### src/rtl/uart_pkg.sv
// uart_pkg: shared UART constants and receiver state encoding.
package uart_pkg;
  localparam int OVERSAMPLE_DEF = 16;
  localparam int DATA_BITS_DEF = 8;
  localparam logic [1:0] RX_IDLE = 2'd0;
  localparam logic [1:0] RX_START = 2'd1;
  localparam logic [1:0] RX_DATA = 2'd2;
  localparam logic [1:0] RX_STOP = 2'd3;
endpackage

### src/rtl/rx_sync.sv
// rx_sync: two-flop synchronizer for the idle-high serial line.
module rx_sync (
  input  logic clk,
  input  logic rst,
  input  logic d,
  output logic q
);
  logic m;
  always_ff @(posedge clk or posedge rst)
    if (rst) {q, m} <= 2'b11;
    else {q, m} <= {m, d};
endmodule

### src/rtl/uart_rx.sv
// uart_rx: oversampling 8N1 receiver with one-deep output register, framing and overrun flags.
module uart_rx import uart_pkg::*; #(
  parameter int OVERSAMPLE = OVERSAMPLE_DEF,
  parameter int DATA_BITS = DATA_BITS_DEF
) (
  input  logic                 clk,
  input  logic                 rst,
  input  logic                 sample_edge,
  input  logic                 rx,
  output logic [DATA_BITS-1:0] data,
  output logic                 valid,
  input  logic                 read_ack,
  output logic                 frame_err,
  output logic                 overrun,
  output logic                 busy
);
  localparam int CW = $clog2(OVERSAMPLE);
  localparam int IW = $clog2(DATA_BITS + 1);
  localparam logic [CW-1:0] HALF = CW'(OVERSAMPLE / 2 - 1);
  localparam logic [CW-1:0] LAST = CW'(OVERSAMPLE - 1);
  localparam logic [IW-1:0] TOP = IW'(DATA_BITS - 1);
  logic rx_s, stale, ack, commit, take;
  logic [1:0] state;
  logic [CW-1:0] cnt;
  logic [IW-1:0] idx;
  logic [DATA_BITS-1:0] sh;
  rx_sync u_sync (.clk(clk), .rst(rst), .d(rx), .q(rx_s));
  // a held read_ack only acknowledges bytes present before it was raised
  assign ack = read_ack && !stale;
  assign commit = sample_edge && state == RX_STOP && cnt == LAST;
  assign take = !valid || ack;
  assign busy = state != RX_IDLE;
  always_ff @(posedge clk or posedge rst)
    if (rst) begin
      state <= RX_IDLE;
      cnt <= '0;
      idx <= '0;
      sh <= '0;
    end else if (sample_edge) begin
      case (state)
        RX_IDLE: if (!rx_s) begin
          state <= RX_START;
          cnt <= '0;
        end
        RX_START: if (cnt == HALF) begin
          state <= rx_s ? RX_IDLE : RX_DATA;
          cnt <= '0;
          idx <= '0;
        end else cnt <= cnt + 1'b1;
        RX_DATA: if (cnt == LAST) begin
          sh <= {rx_s, sh[DATA_BITS-1:1]};
          cnt <= '0;
          idx <= idx + 1'b1;
          if (idx == TOP) state <= RX_STOP;
        end else cnt <= cnt + 1'b1;
        default: if (cnt == LAST) begin
          state <= RX_IDLE;
          cnt <= '0;
        end else cnt <= cnt + 1'b1;
      endcase
    end
  always_ff @(posedge clk or posedge rst)
    if (rst) begin
      data <= '0;
      valid <= 1'b0;
      frame_err <= 1'b0;
      overrun <= 1'b0;
      stale <= 1'b0;
    end else begin
      stale <= read_ack && (stale || (commit && take));
      if (commit && take) begin
        data <= sh;
        valid <= 1'b1;
        frame_err <= ~rx_s;
      end else if (commit) overrun <= 1'b1;
      else if (ack && valid) begin
        valid <= 1'b0;
        overrun <= 1'b0;
      end
    end
endmodule

### config.mk
export PLATFORM = sky130hd
export DESIGN_NAME = uart_rx
export DESIGN_NICKNAME = d
export VERILOG_FILES = /design/src/rtl/uart_pkg.sv /design/src/rtl/rx_sync.sv /design/src/rtl/uart_rx.sv
export SDC_FILE = /design/constraint.sdc
export NUM_CORES = 1
export LEC_CHECK = 0
export CORE_ASPECT_RATIO = 1.25
export CORE_MARGIN = 10
export CORE_UTILIZATION = 40
export DETAILED_ROUTE_END_ITERATION = 12
export GPL_ROUTABILITY_DRIVEN = 0
export SYNTH_ARGS = -nofsm -noshare
export SYNTH_HDL_FRONTEND = slang
export SYNTH_SLANG_ARGS = --single-unit
### constraint.sdc
create_clock -name clk -period 1.8 [get_ports clk]
set_clock_uncertainty 0.2 [all_clocks]
set_input_delay 0.36 -clock clk [delete_from_list [all_inputs] [get_ports clk]]
set_output_delay 0.36 -clock clk [all_outputs]
set_load 0.05 [all_outputs]
=== Word level (Yosys, flattened, before mapping) ===
Index checks and enable logic that the tools add are counted.

* Bits of input ports: 5
* Logic and storage cells: 66
* Output and inout bits: 12
* Register bits: 32

* Bitwise gates (word level): 2
* Add/sub/neg operators: 2
* Multiplexer cells: 18
* Equal/unequal tests: 11
* Reductions and logical operators: 22

{| class="wikitable"
|+ Operator list
! operator !! count
|-
| $mux 4 || 5
|-
| $pmux 4 s2 || 2
|-
| $mux 2 || 6
|-
| $add 4x1->4 const B || 2
|-
| $eq 4x3->1 const B || 2
|-
| $ne 2x2->1 const B || 4
|-
| $reduce_bool 2->1 || 4
|-
| $logic_and 1x1->1 || 6
|-
| $pmux 2 s3 || 1
|-
| $reduce_and 2->1 || 3
|-
| $reduce_and 6->1 || 1
|-
| $eq 2x2->1 const B || 2
|-
| $eq 4x4->1 const B || 1
|-
| $mux 1 || 4
|-
| $reduce_and 4->1 || 1
|-
| $reduce_and 3->1 || 1
|-
| $reduce_bool 3->1 || 1
|-
| $eq 2x1->1 const B || 1
|-
| $logic_not 1->1 || 2
|-
| $logic_not 2->1 || 1
|-
| $logic_or 1x1->1 || 2
|-
| $ne 2x1->1 const B || 1
|-
| $not 1->1 || 2
|}

=== Longest topological paths before layout ===
* Depth in word-level cells: 6
* Depth in mapped cells: 6
* Gate-level depth less buffers: 5

=== Modules after synthesis ===
A second synthesis with hierarchy kept.

* Cell total of the unflattened synthesis: 123
* Area total of the unflattened synthesis: 1481.4 um^2

{| class="wikitable"
|+ By module, submodules not included
! module !! cells each !! times used !! area an instance (um^2)
|-
| uart_rx || 120 || 1 || 1425.1
|-
| rx_sync || 3 || 1 || 56.3
|}

=== Least setup slack after synthesis ===
OpenSTA, ideal clock, no wires.

* Kind: register to register
* Start: register cnt[0]
* End: register data[0]
* Data required time: 1475 ps
* Path slack: -61 ps
* Period minus slack after synthesis: 1861 ps
* Stages on the path, launching flop included: 7
* Data arrival time: 1536 ps
* Path through: dfrtp_1 -> ha_1 -> nand3_4 -> nor2_8 -> and3_4 -> buf_12 -> mux2_4

* Cells in the longest elaborated chain, start to end: 3

{| class="wikitable"
|+ RTL lines
! what !! RTL line !! source
|-
| from (decl) || uart_rx.sv:24 || <nowiki>logic [CW-1:0] cnt;</nowiki>
|-
| from (signal assigned) || uart_rx.sv:49 || <nowiki>end else cnt <= cnt + 1'b1;</nowiki>
|-
| from (signal assigned) || uart_rx.sv:55 || <nowiki>end else cnt <= cnt + 1'b1;</nowiki>
|-
| from (signal assigned) || uart_rx.sv:59 || <nowiki>end else cnt <= cnt + 1'b1;</nowiki>
|-
| $eq 4x4->1 || uart_rx.sv:30 || <nowiki>assign commit = sample_edge && state == RX_STOP && cnt == LAST;</nowiki>
|-
| $logic_and 1x1->1 || uart_rx.sv:30 ||
|-
| $logic_and 1x1->1 || uart_rx.sv:71 || <nowiki>if (commit && take) begin</nowiki>
|-
| to (signal assigned) || uart_rx.sv:72 || <nowiki>data <= sh;</nowiki>
|-
| to (decl) || uart_rx.sv:10 || <nowiki>output logic [DATA_BITS-1:0] data,</nowiki>
|}

Every way passes these cells.
A chain may end at the register's enable or synchronous reset.

=== Worst setup path after layout ===
* Start: register cnt[1]
* End: register data[3]

The elaborated chain is that of the path after synthesis.

==> metrics.csv <==
stage,metric,value,unit
floorplan,rows,24,
detailed_routing,dr.pass1.iters,4,
placed_design,portBuffers,16,
layout,layout-drive-gt1-share,45.7,%
synthesis,synthFlopType,dfrtp_1,
synthesis,synth_area_per_cell,13.4,µm²
sta,fin_crit_sh,98.0,%
detailed_routing,first_iter_violations,83,
detailed_routing,num_vias,1011,
outcome,outcome,completed,
clocking,clock_sinks,32,
global_routing,grt_max_degree,33,
detailed_routing,postRouteAntennaNets,0,
clocking,clk_latency,0.28,ns
synthesis,yosysTopAreaCell,dfrtp_1,
critical_path,worstPathRequired,1.76,ns
sta,setup_viol,0,
layout,nets,157,
clocking,h-tree-depth,2,
synthesis,synth_top_area_share,50.6,%
clocking,cts.reportedPaths.clkPinSlew,0.06,ns
sta,clock.fmax,0.567,GHz
placed_design,dp_hpwl,2060,µm
clocking,cts_hold_buf,0,
synthesis,synthArstFlopShare,100,%
synthesis,synth_area,1480,µm²
floorplan,design.die.area,6560,µm²
global_routing,grt_pass1_vias,1068,
global_routing,gr-total-overflow,0,
sta,holdWs,0.157,ns
global_routing,grt.total_usage,9.73,%
synthesis,synth_edf_count,0,
run,max_cap_violations,0,
clocking,numCtsBuffers,5,
hold_path,hold_start,u_sync.m,
floorplan,ios,17,
power,power-per-cell-area,1010,nW/µm²
critical_path,arrival,1.73,ns
floorplan,start_util,41.9,%
detailed_routing,route.detailed.drc,0,
global_routing,antenna_found_initial,0,
synthesis,yosysUniqueCellTypes,38,
global_routing,grt_pass1_wl,4970,µm
clocking,cts-root-buf,clkbuf_8,
power,ir_drop,0.932,mV
sta,hold_viol,0,
hold_path,min_path_type,register to register,
detailed_routing,wl_per_cell,15.7,µm
clocking,cts_tree,built,
critical_path,critPathMaxFanout,4,
detailed_routing,wl,2980,µm
floorplan,dieHeight,88.1,µm
synthesis,synth-seq-area-share,54.1,%
synthesis,synth_cells,111,
sta,worstMarginPinSlew,0.280,ns
layout,final_util,59.1,%
clocking,clockBufferDepth,2,
layout,synthToLayoutAreaGrowth,41.2,%
floorplan,core,3540,µm²
synthesis,syn-num-nets,118,
layout,n_antenna_cell,0,
synthesis,synth_seq_cells,32,
critical_path,reg2reg_from,cnt[1],
power,p_leak,0.994,nW
critical_path,critical_path_class,register to register,
sta,period_minus_slack,1.76,ns
critical_path,crit_start,cnt[1],
synthesis,yosysMostFrequentCell,dfrtp_1,
synthesis,synth_common_cells,"30 x dfrtp_1, 9 x mux2_4, 8 x mux2_2, 8 x nand2_1, 5 x inv_1",
floorplan,die_x,74.5,µm
synthesis,yosys_warnings,0,
synthesis,synth.top_cells.by_area,"dfrtp_1 51%, mux2_4 9.1%, mux2_2 6.1%",
critical_path,end_kind,register,
sta,slew_headroom,81.1,%
detailed_routing,avgViaCountPerCell,5.32,
sta,maxSlewViolCount,0,
critical_path,start_kind,register,
==> worst max-delay path, stage by stage (launching register included) <==
cell	delay (ns)
dfrtp_1	0.42
ha_4	0.19
nand3_4	0.13
nor2_8	0.13
and3_2	0.27
mux2_4	0.31
==> what timing repair did <==
item                                   4_1_cts  5_1_grt
resized for setup                            1       12
setup buffers                                3        3
setup endpoints to repair                    1       20
pin swaps                                    0        4
gates cloned                                 0        1
endpoints found under the hold margin        0        0
==> per-stage QoR <==
stage | total power, mW | worst slack [ns] | setup TNS [ns] | std cells | area (µm²)
floorplan | 1.24 | 0.0210 | 0 | 111 | 1500
detailed placement | 1.46 | -0.282 | -4.65 | 175 | 1910
finish | 2.11 | 0.0352 | 0 | 190 | 2100
global placement | 1.43 | -0.272 | -4.41 | 175 | 1910
CTS | 2.07 | 0.00289 | 0 | 186 | 2030
global route | 2.25 | -0.0144 | -0.0955 | 190 | 2100
==> routing by layer <==
layer / track usage [%] / part of all wire [%]
met3: 4.64 / 6.0
met1: 10.5 / 43
met2: 15.8 / 49
met4: 4.14 / 1.7
met5: 0 / 0
==> where the power goes <==
| group | leakage [nW] | total, mW | internal, mW | switching, mW |
|---|---|---|---|---|
| registers | 0.430 | 0.876 | 0.788 | 0.0875 |
| clock network | 0.0455 | 0.554 | 0.311 | 0.242 |
| logic | 0.519 | 0.683 | 0.361 | 0.321 |
==> final timing paths <==
kind	end	slack, ns	depth (start not counted)
worst max-delay path	data[3]	0.04	5
worst min-delay path	u_sync.q	0.16	0
worst max register to register	data[3]	0.04	5
worst min register to register	u_sync.q	0.16	0
max in group asynchronous	u_sync.m	0.92	3
min in group asynchronous	data[6]	0.24	3
==> cell families (layout without fill, tap and decap cells) <==
logic type / count (synthesis) / count (layout) / synth area share [%]
flip-flops: 32 / 32 / 54.1
adder cells (fa/ha/maj): 2 / 2 / 1.69
AO/OA/AOI/OAI: 20 / 20 / 9.53
AND/OR/NAND/NOR: 29 / 30 / 14.2
buffers and inverters: 8 / 47 / 3.20
multiplexers: 20 / 20 / 17.3
==> cells in the final DEF (no fill, tap or decap), types with 3 or more instances in the layout <==
cell type / Yosys / final
inv_1: 5 / 5
nand2_1: 8 / 8
buf_12: 1 / 14
o21ai_0: 4 / 3
a31oi_1: 4 / 4
dfrtp_1: 30 / 28
clkbuf_8: 0 / 6
clkdlybuf4s50_1: 0 / 4
nand3_1: 3 / 3
mux2_4: 9 / 17
buf_4: 0 / 16
a21oi_1: 3 / 3
==> cell type report <==
class / instances / area (µm²)
fill: 297 / 1450
tap: 39 / 48.8
timing repair buffer: 34 / 440
inverter: 5 / 18.8
clock buffer: 8 / 90.1
multi-input combinational: 72 / 692
sequential: 32 / 806
==> flip-flops by register name (all words and copies together) (netlist names) <==
name and flops:
u_sync.q 1, sh 8, idx 4, u_sync.m 1, overrun 1, data 8
state 2, cnt 4, stale 1, frame_err 1, valid 1
No activity file was read; power rests on OpenSTA's default activity.
